==> src/rtl/int_event_tracker.sv <==
// int_event_tracker: latches debounced interrupt edges, tracks ack/overrun/timeout, counts events, measures pulse width
module int_event_tracker #(
  parameter int PARM_CNT_BITS       = 8,
  parameter int PARM_WIDTH_BITS     = 16,
  parameter int PARM_TIMEOUT_CYCLES = 2000000
) (
  input  logic                       i_clk_20mhz,
  input  logic                       i_rst_20mhz,
  input  logic                       i_int_deb,
  input  logic                       i_ack,
  output logic                       o_int_pending,
  output logic                       o_int_rise_pulse,
  output logic                       o_int_overrun,
  output logic                       o_int_timeout,
  output logic [PARM_CNT_BITS-1:0]   o_event_count,
  output logic [PARM_WIDTH_BITS-1:0] o_last_width
);
  typedef enum logic [1:0] {ST_IDLE = 2'd0, ST_PEND = 2'd1, ST_TOUT = 2'd2} state_t;
  localparam logic [21:0] TIMER_LAST = 22'(PARM_TIMEOUT_CYCLES - 1);
  localparam logic [PARM_CNT_BITS-1:0] CNT_ONE = {{(PARM_CNT_BITS-1){1'b0}}, 1'b1};
  localparam logic [PARM_WIDTH_BITS-1:0] WIDTH_ONE = {{(PARM_WIDTH_BITS-1){1'b0}}, 1'b1};
  localparam logic [PARM_WIDTH_BITS-1:0] WIDTH_MAX = '1;
  state_t state, state_n;
  logic [21:0] timer, timer_n;
  logic overrun_n, timeout_n;
  logic s_int_prev, rise, fall;
  logic [PARM_WIDTH_BITS-1:0] width_cnt, width_inc;
  assign rise = i_int_deb & ~s_int_prev;
  assign fall = ~i_int_deb & s_int_prev;
  assign width_inc = (width_cnt == WIDTH_MAX) ? WIDTH_MAX : width_cnt + WIDTH_ONE;
  // FSM state register
  always_ff @(posedge i_clk_20mhz) begin
    if (i_rst_20mhz) state <= ST_IDLE;
    else state <= state_n;
  end
  // next state, ack timer and sticky flags; an ack always wins and restarts on a coincident rise
  always_comb begin
    state_n   = state;
    timer_n   = timer;
    overrun_n = o_int_overrun;
    timeout_n = o_int_timeout;
    case (state)
      ST_IDLE: begin
        state_n = rise ? ST_PEND : ST_IDLE;
        timer_n = rise ? '0 : timer;
      end
      ST_PEND, ST_TOUT: begin
        if (i_ack) begin
          state_n   = rise ? ST_PEND : ST_IDLE;
          timer_n   = '0;
          overrun_n = 1'b0;
          timeout_n = 1'b0;
        end else begin
          overrun_n = o_int_overrun | rise;
          if (state == ST_PEND) begin
            timer_n   = timer + 22'd1;
            state_n   = (timer == TIMER_LAST) ? ST_TOUT : ST_PEND;
            timeout_n = o_int_timeout | (timer == TIMER_LAST);
          end
        end
      end
      default: begin
        state_n   = ST_IDLE;
        timer_n   = '0;
        overrun_n = 1'b0;
        timeout_n = 1'b0;
      end
    endcase
  end
  // registered event outputs, all updated on the edge that sees the rise
  always_ff @(posedge i_clk_20mhz) begin
    if (i_rst_20mhz) begin
      timer            <= '0;
      o_int_pending    <= 1'b0;
      o_int_rise_pulse <= 1'b0;
      o_int_overrun    <= 1'b0;
      o_int_timeout    <= 1'b0;
      o_event_count    <= '0;
    end else begin
      timer            <= timer_n;
      o_int_pending    <= state_n != ST_IDLE;
      o_int_rise_pulse <= rise;
      o_int_overrun    <= overrun_n;
      o_int_timeout    <= timeout_n;
      o_event_count    <= rise ? o_event_count + CNT_ONE : o_event_count;
    end
  end
  // input history and saturating high-pulse width measurement
  always_ff @(posedge i_clk_20mhz) begin
    if (i_rst_20mhz) begin
      s_int_prev   <= 1'b0;
      width_cnt    <= '0;
      o_last_width <= '0;
    end else begin
      s_int_prev   <= i_int_deb;
      width_cnt    <= rise ? '0 : (i_int_deb ? width_inc : width_cnt);
      o_last_width <= fall ? width_inc : o_last_width;
    end
  end
endmodule

==> config.mk <==
export PLATFORM = sky130hd
export DESIGN_NAME = int_event_tracker
export DESIGN_NICKNAME = d
export VERILOG_FILES = /design/src/rtl/int_event_tracker.sv
export SDC_FILE = /design/constraint.sdc
export NUM_CORES = 1
export LEC_CHECK = 0
export ABC_AREA = 1
export CAP_MARGIN = 20
export CORE_UTILIZATION = 35
export DETAILED_ROUTE_END_ITERATION = 8
export DONT_BUFFER_PORTS = 1
export PLACE_DENSITY_LB_ADDON = 0.25
export SETUP_SLACK_MARGIN = 0.4
export SKIP_CTS_REPAIR_TIMING = 1
export SLEW_MARGIN = 20
export SYNTH_ARGS = -nofsm -noshare
export SYNTH_HDL_FRONTEND = slang
export SYNTH_SLANG_ARGS = --single-unit
==> constraint.sdc <==
create_clock -name i_clk_20mhz -period 1.6 [get_ports i_clk_20mhz]
set_input_delay 0.32 -clock i_clk_20mhz [delete_from_list [all_inputs] [get_ports i_clk_20mhz]]
set_output_delay 0.32 -clock i_clk_20mhz [all_outputs]
set_load 0.05 [all_outputs]
After elaboration in Yosys (flattened, before gate mapping) --
Index checks and enable logic that the tools add are counted.
Word-level totals: bits in registers 69, input port bits 4, latch bits 0, bits in writable memories 0, memories kept 0, logic and storage cells 47, memory bits (read-only) 0
Operators by class: equality and inequality tests 6, multipliers 0, divide/modulo/power cells 0, add/subtract/negate cells 3, reduce and logical (&&, ||, !) cells 6, bitwise gates (word level) 7, order comparisons 0, shifts and indexed selects 0, muxes and demuxes 15
Operator list (number):
- $mux 22 | 3
- $pmux 22 s2 | 1
- $add 22x1->22 const B | 1
- $eq 22x21->1 const B | 1
- $add 16x1->16 const B | 1
- $eq 16x16->1 const B | 1
- $mux 16 | 1
- $add 8x1->8 const B | 1
- $mux 2 | 3
- $mux 1 | 4
- $pmux 1 s2 | 2
- $pmux 2 s2 | 1
- $reduce_and 2->1 | 2
- $reduce_or 2->1 | 2
- $ne 3x3->1 const B | 1
- $not 1->1 | 3
- $and 1x1->1 | 2
- $eq 2x1->1 const B | 1
- $eq 2x2->1 const B | 1
- $logic_not 2->1 | 1
- $ne 2x2->1 const B | 1
- $or 1x1->1 | 2
- $reduce_bool 2->1 | 1

Longest topological paths before layout --
Gate-level depths: netlist (run 1).
word-level depth 6, mapped depth 11

Least setup slack after synthesis (run 1) --
No wires, ideal clock.
kind reg2reg, start point register o_event_count[0], end point register o_event_count[6], buffers on the path 0, period minus slack after synthesis 1.575 ns, path slack 0.025 ns, setup time 0.119 ns, data arrival time 1.455 ns, cell stages (with the launch flop) 7, path through dfxtp_1 > ha_1 > nand3_1 > nor2_2 > nand3_1 > o21ai_0 > a21oi_1
Between the ends: word-level cells in the longest chain between the ends 1
RTL lines:
- from (decl) | line 15 | output logic [PARM_CNT_BITS-1:0] o_event_count,
- from (signal assigned) | line 85 | o_event_count <= rise ? o_event_count + CNT_ONE : o_event_count;
- $add 8x1->8 | line 85
Every way passes these cells. A chain may end at the register's enable or synchronous reset.

Worst setup path in the final report (run 1) --
start point register state[0], end point register timer[4]
Between the ends: word-level cells in the longest chain between the ends 4, elaborated cells between the ends (all ways) 8, those cells by class 4 x eq/ne; 1 x mux; 3 x reduce/logical
RTL lines:
- from (decl) | line 23 | state_t state, state_n;
- from (signal assigned) | line 34 | else state <= state_n;
- $eq 2x1->1 / $eq 2x2->1 (equally long branches) | line 42, 55
- $reduce_or 2->1 | line 42 | case (state)
- $ne 3x3->1 (no line)
- $reduce_and 2->1 (no line)
- to (signal assigned) | line 80 | timer <= timer_n;
- to (decl) | line 24 | logic [21:0] timer, timer_n;
Parallel ways exist; a longest one is shown, timed or not.

==> results of run 1 <==
## critical path, delay by kind of cell (launching register included)
| kind | cells | cell delay, ps |
|---|---|---|
| AND/OR/NAND/NOR | 3 | 350 |
| flip-flops | 1 | 360 |
| AO/OA/AOI/OAI | 2 | 250 |
| buffers and inverters | 3 | 220 |
| adder cells (fa/ha/maj) | 1 | 270 |
## cells in the mapped netlist (2+ instances only)
cell type | number | area [um^2]
a21oi_1 | 31 | 155
buf_6 | 3 | 33.8
ha_1 | 6 | 75.1
inv_2 | 4 | 15.0
buf_2 | 3 | 15.0
nor3_4 | 4 | 65.1
dfxtp_1 | 69 | 1380
nor3_2 | 2 | 20.0
xor2_1 | 7 | 61.3
o21a_1 | 2 | 15.0
nand2_1 | 93 | 349
nand3_1 | 33 | 165
o21ai_0 | 36 | 180
nand3_2 | 2 | 20.0
nor2_2 | 5 | 31.3
nor2_4 | 6 | 67.6
clkbuf_8 | 2 | 27.5
nor3_1 | 5 | 25.0
clkbuf_1 | 3 | 11.3
buf_4 | 2 | 15.0
nand2_2 | 11 | 68.8
nor2_1 | 98 | 368
nand4_1 | 8 | 50.1
o21ai_1 | 13 | 65.1
inv_1 | 74 | 278
## flip-flops by register name, indices dropped and copies added, names as in the netlist
register / count
state: 2
timer: 22
o_int_pending: 1
o_event_count: 8
s_int_prev: 1
o_last_width: 16
width_cnt: 16
o_int_overrun: 1
o_int_rise_pulse: 1
o_int_timeout: 1
## metal layers
layer	part of all wire (%)	global-route usage, %	up-vias
li1	-	-	1828
met1	42	19.3	1657
met2	53	30.9	56
met3	2.8	4.07	17
met4	2.2	9.29	0
met5	0	0	-
## kinds of logic after synthesis
family	count (synthesis)
AO/OA/AOI/OAI	89
XOR/XNOR	8
flip-flops	69
buffers and inverters	94
adder cells (fa/ha/maj)	6
AND/OR/NAND/NOR	270
## area by class of cell
type / count / share of cell area, %
clock inverter: 3 / 0.293
clock buffer: 13 / 2.71
sequential: 69 / 29.0
timing repair buffer: 55 / 10.8
tap: 136 / 3.32
inverter: 80 / 6.50
timing repair inverter: 1 / 0.0977
multi-input combinational: 375 / 47.2
## power by group through the flow
| stage | combinational (mW) | clock [mW] | sequential [mW] |
|---|---|---|---|
| 2_1_floorplan | 0.266 | 0 | 2.04 |
| 3_3_place_gp | 0.354 | 0 | 2.02 |
| 3_5_place_dp | 0.364 | 0 | 2.02 |
| 4_1_cts | 0.365 | 1.27 | 1.98 |
| 5_1_grt | 0.565 | 1.34 | 1.99 |
| 6_report | 0.508 | 1.23 | 1.99 |
## worst max path at each step
stage	endpoint	startpoint
2_1_floorplan	timer[3]$_SDFFE_PP0P_	state[0]$_SDFF_PP0_
3_5_place_dp	timer[16]$_SDFFE_PP0P_	state[1]$_SDFF_PP0_
4_1_cts	timer[16]$_SDFFE_PP0P_	state[1]$_SDFF_PP0_
6_report	timer[4]$_SDFFE_PP0P_	state[0]$_SDFF_PP0_
5_1_grt	timer[19]$_SDFFE_PP0P_	state[1]$_SDFF_PP0_
3_3_place_gp	timer[3]$_SDFFE_PP0P_	state[0]$_SDFF_PP0_
## through the flow
step	setup WS [ps]	instance area (um^2)	hold slack [ps]	power [mW]	setup TNS, ps
5_1_grt	-26.2	5120	10.5	3.90	-114
4_1_cts	-25.0	4180	-1.85	3.62	-25.0
2_1_floorplan	145	3800	447	2.30	0
3_5_place_dp	23.2	4020	399	2.39	0
3_3_place_gp	60.1	4020	397	2.37	0
6_report	58.2	5120	24.4	3.72	0
## cell usage in the layout, fill, tap and decap left out, types with 7 or more instances in the layout
cell type,instances
a21oi_1,25
buf_4,28
buf_6,16
buf_8,9
clkbuf_8,9
dfxtp_1,22
dfxtp_2,28
dfxtp_4,19
inv_1,62
inv_2,8
nand2_1,79
nand2_2,14
nand2_4,11
nand3_1,18
nand3_2,10
nand3_4,9
nand4_1,8
nor2_1,82
nor2_2,10
nor2_4,17
o21ai_0,22
o21ai_1,10
o21ai_2,16
xor2_1,7
==> results.yml, run 1 <==
power:
  power.share.sequential_pct: 53.3
  cellPowerDensity_nw_per_um2: 727
  power.share.combinational_pct: 13.6
  p_sw_mw: 1.17
  clkPwrFrac_pct: 33.0
  power.internal_mw: 2.55
  ir_drop_mv: 0.402
  switching_share_pct: 31.5
  p_leak_nw: 2.16
yosys:
  synth_xor_area_share_pct: 1.91
  synth_nets: 546
  ys_seq_area_share_pct: 37.6
  yosys.area_share.simple_pct: 34.4
  yosysWarnings: 0
  synth_flop_cell: "dfxtp_1"
  yosysUniqueCellTypes: 39
  synth_edf_count: 0
  synth_compound_area_share_pct: 12.8
  ys_async_sr_fraction_pct: 0
  muxShareOfSynthArea_pct: 0
  synthAdderAreaFrac_pct: 2.04
  syn_avg_cell_area_um2: 6.86
  synth_top_family_by_area: "simple AND/OR/NAND/NOR gates"
  synth.cell_area_um2: 3680
  synth_cells: 536
  synth-seq-cells: 69
run:
  maxCapViolations: 0
min_path:
  worstHoldPathCells: 1
  min_path_type: "input port to flip-flop"
  hp-start: "i_int_deb"
  min_to: "width_cnt[7]$_SDFFE_PP0P_"
sta:
  slew_violations: 0
  worstMarginPinSlew_ps: 282
  hold_violations: 0
  max_freq_mhz: 649
  rsz0062_at_grt: "yes"
  period_minus_slack_ps: 1540
  slew_headroom_pct: 81.0
  clock_skew_ps: 10.5
  finalSetupViolCount: 0
  fin_crit_sh_pct: 96.4
critical_path:
  required_ps: 1890
  r2r_end: "timer[4]$_SDFFE_PP0P_"
  start_kind: "flip-flop"
  endpoint_kind: "flip-flop"
  worstPathMaxFanout: 6
  crit_type: "flip-flop to flip-flop"
  rr_worst_depth: 9
  path_cells: "inv_2 > ha_4 > inv_4 > nor2_4 > nand2_4 > nand2_8 > buf_6 > o21ai_1 > a2bb2oi_1"
  critPathSlowestCell: "dfxtp_2"
  max_stage_delay_ps: 360
  crit-reg2reg-launch: "state[0]$_SDFF_PP0_"
  crit_arrival_ps: 1830
  rrSetupSlack_ps: 60
placement:
  numPortBuffers: 0
  gp_congestion: 0.835
  dp_hpwl_mm: 6.42
  dp.cells: 680
floorplan:
  die_x_um: 105
  io_pins: 32
  start_util_pct: 35.8
  die_area_um2: 10900
  core_area_um2: 10300
  die_h_um: 105
  rows: 37
clock_tree:
  numCtsBuffers: 9
  clock_latency_ps: 370
  cts_tree: "done"
  clock_sinks: 69
  clkTransAtPathRegs_ps: 80
  clockBufferDepth: 2
  clock-root-buffer: "clkbuf_8"
  cts_htree_levels: 3
global_routing:
  grt_start_max_net_pins: 20
  grt_pass1_wl_mm: 14.9
  overflow: 0
  antenna_found_initial: 0
  grt_usage_pct: 17.5
  grt_pass1_vias: 3181
cells_and_area:
  stdcell_count: 732
  area_growth_pct: 39.3
  multi_input_area_um2: 2420
  fillCellCount: 990
  drive_gt1_share_pct: 40.8
  antenna-diode-count: 0
  final_nets: 601
  fin_util_pct: 49.9
  seq_area_um2: 1490
detailed_routing:
  first_pass_iters: 4
  wl_per_cell_um: 13.7
  viasPerCell: 4.86
  vias: 3558
  drc_errors: 0
  ant_nets: 0
  drt-total-wl_mm: 10.0
  drt_iter0_markers: 122
run_status:
  outcome: "complete, no violations"
No activity file was read; power rests on OpenSTA's default activity.
==> inputs of run 2 (changes only) <==
--- a/config.mk
+++ b/config.mk
@@ -6,7 +6,6 @@
 export NUM_CORES = 1
 export LEC_CHECK = 0
 export ABC_AREA = 1
-export CAP_MARGIN = 20
 export CORE_UTILIZATION = 35
 export DETAILED_ROUTE_END_ITERATION = 8
 export DONT_BUFFER_PORTS = 1
==> results of run 2 <==
Final layout, timing and power as in run 1 (identical DEF).
==> inputs of run 3 (changes only) <==
--- a/config.mk
+++ b/config.mk
@@ -6,7 +6,7 @@
 export NUM_CORES = 1
 export LEC_CHECK = 0
 export ABC_AREA = 1
-export CORE_UTILIZATION = 35
+export CORE_UTILIZATION = 55
 export DETAILED_ROUTE_END_ITERATION = 8
 export DONT_BUFFER_PORTS = 1
 export PLACE_DENSITY_LB_ADDON = 0.25
==> run 3 against run 2 <==
Against the previous run: register-to-register slack worse by 100 ps; via count increased by 10%; utilization rose by 30 points; combinational power increased by 4%; clock power up 5%; the flow now finishes with violations (setup timing); first-iteration DRC count increased by 110%.
==> results.yml, run 3 (synthesized netlist as in run 1, its figures left out) <==
global_routing:
  grt_start_max_net_pins: 20
  grt_pass1_wl_mm: 14.7
  grt_usage_pct: 26.0
  antenna_found_initial: 0
  overflow: 0
  grt_pass1_vias: 3162
detailed_routing:
  ant_nets: 0
  first_pass_iters: 5
  wl_per_cell_um: 17.9
  drc_errors: 0
  viasPerCell: 5.80
  vias: 3924
  drt-total-wl_mm: 12.1
  drt_iter0_markers: 257
power:
  cellPowerDensity_nw_per_um2: 750
  power.share.sequential_pct: 52.5
  p_leak_nw: 2.17
  power.share.combinational_pct: 13.8
  clkPwrFrac_pct: 33.7
  p_sw_mw: 1.28
  power.internal_mw: 2.54
  fin_total_pwr_mw: 3.82
  switching_share_pct: 33.4
  ir_drop_mv: 0.588
placement:
  post-place-ws_ps: -11.3
  dp_hpwl_mm: 6.43
  gp_congestion: 0.913
  numPortBuffers: 0
  dpl-instance-area_um2: 3970
  dp.cells: 623
min_path:
  hp-start: "i_rst_20mhz"
  worstHoldPathCells: 1
  min_path_type: "input port to flip-flop"
clock_tree:
  cts_htree_levels: 3
  clock-root-buffer: "clkbuf_8"
  cts_tree: "done"
  clkTransAtPathRegs_ps: 90
  numCtsBuffers: 9
  clockBufferDepth: 2
  clock_latency_ps: 360
  clock_sinks: 69
sta:
  slew_headroom_pct: 76.3
  rsz0062_at_grt: "yes"
  hold_ws_ps: 21.4
  worstMarginPinSlew_ps: 351
  slew_violations: 0
  max_freq_mhz: 608
  hold_violations: 0
  timing.final.ws_setup_ps: -45.5
  period_minus_slack_ps: 1650
  fin_crit_sh_pct: 103
  tns_ps: -45.5
  finalSetupViolCount: 1
  clock_skew_ps: 9.99
floorplan:
  die_x_um: 83.8
  start_util_pct: 57.6
  rows: 29
  core_area_um2: 6390
  die_area_um2: 7020
  io_pins: 32
  die_h_um: 83.8
cells_and_area:
  top_regs: "timer: 22 flops, o_last_width: 16 flops, width_cnt: 16 flops"
  regMostFlops: "timer"
  layout_common_cells: "nand2_1 (82), nor2_1 (81), inv_1 (65), dfxtp_2 (32), buf_4 (31)"
  fillCellCount: 384
  multi_input_area_um2: 2470
  stdcell_count: 676
  final_area_um2: 5090
  area_growth_pct: 38.6
  final_nets: 604
  seq_area_um2: 1480
  antenna-diode-count: 0
  layout_commonest_cell: "nand2_1"
  largest_reg_flops: 22
  fin_util_pct: 79.8
  drive_gt1_share_pct: 41.6
run:
  maxCapViolations: 0
critical_path:
  worstPathMaxFanout: 5
  crit_type: "flip-flop to flip-flop"
  path_delay_family: "simple AND/OR/NAND/NOR gates"
  rr_worst_depth: 10
  path_cells: "inv_2 > ha_4 > inv_2 > nor2_4 > nand2_4 > nand2_8 > nor2_2 > nand2_1 > nor2_2 > a21oi_1"
  cp.depth: 10
  crit_start: "state[1]$_SDFF_PP0_"
  critPathSlowestCell: "dfxtp_2"
  critPathBufInv: 2
  required_ps: 1850
  crit_arrival_ps: 1890
  crit-reg2reg-launch: "state[1]$_SDFF_PP0_"
  max_stage_delay_ps: 350
  rrSetupSlack_ps: -50
  start_kind: "flip-flop"
  endpoint_kind: "flip-flop"
run_status:
  outcome: "finished with violations"
  violations: "setup timing"
run 3: area by class of cell:
type	count	share of cell area [%]
multi-input combinational	376	48.5
sequential	69	29.1
timing repair buffer	55	10.4
inverter	80	6.48
clock buffer	9	2.43
tap	77	1.89
clock inverter	7	0.835
timing repair inverter	3	0.393
run 3: final timing paths:
kind / end
setup / recovery: timer[11]$_SDFFE_PP0P_
setup reg to reg: timer[11]$_SDFFE_PP0P_
hold / removal: o_event_count[7]$_SDFFE_PP0P_
hold reg to reg: timer[2]$_SDFFE_PP0P_
run 3: routing by layer:
metal	part of all wire [%]	wire, um	GRT usage [%]	up-vias
met5	0	0	0	-
met4	5.4	647	13.7	0
met3	5.5	660	5.84	68
met2	53	6380	44.5	169
met1	36	4390	30.3	1862
li1	-	-	-	1825
run 3: worst register-to-register path: cells and delay by family (launching register included):
kind | cells | cell delay, ps
buffers and inverters | 2 | 130
AND/OR/NAND/NOR | 6 | 720
flip-flops | 1 | 350
AO/OA/AOI/OAI | 1 | 110
adder cells (fa/ha/maj) | 1 | 250
run 3: power by group through the flow:
stage | clock, mW | sequential [mW] | combinational, mW
floorplan | 0 | 2.04 | 0.266
global placement | 0 | 2.02 | 0.354
detailed placement | 0 | 2.02 | 0.366
CTS | 1.27 | 1.98 | 0.367
global route | 1.36 | 2.01 | 0.566
finish | 1.29 | 2.01 | 0.527
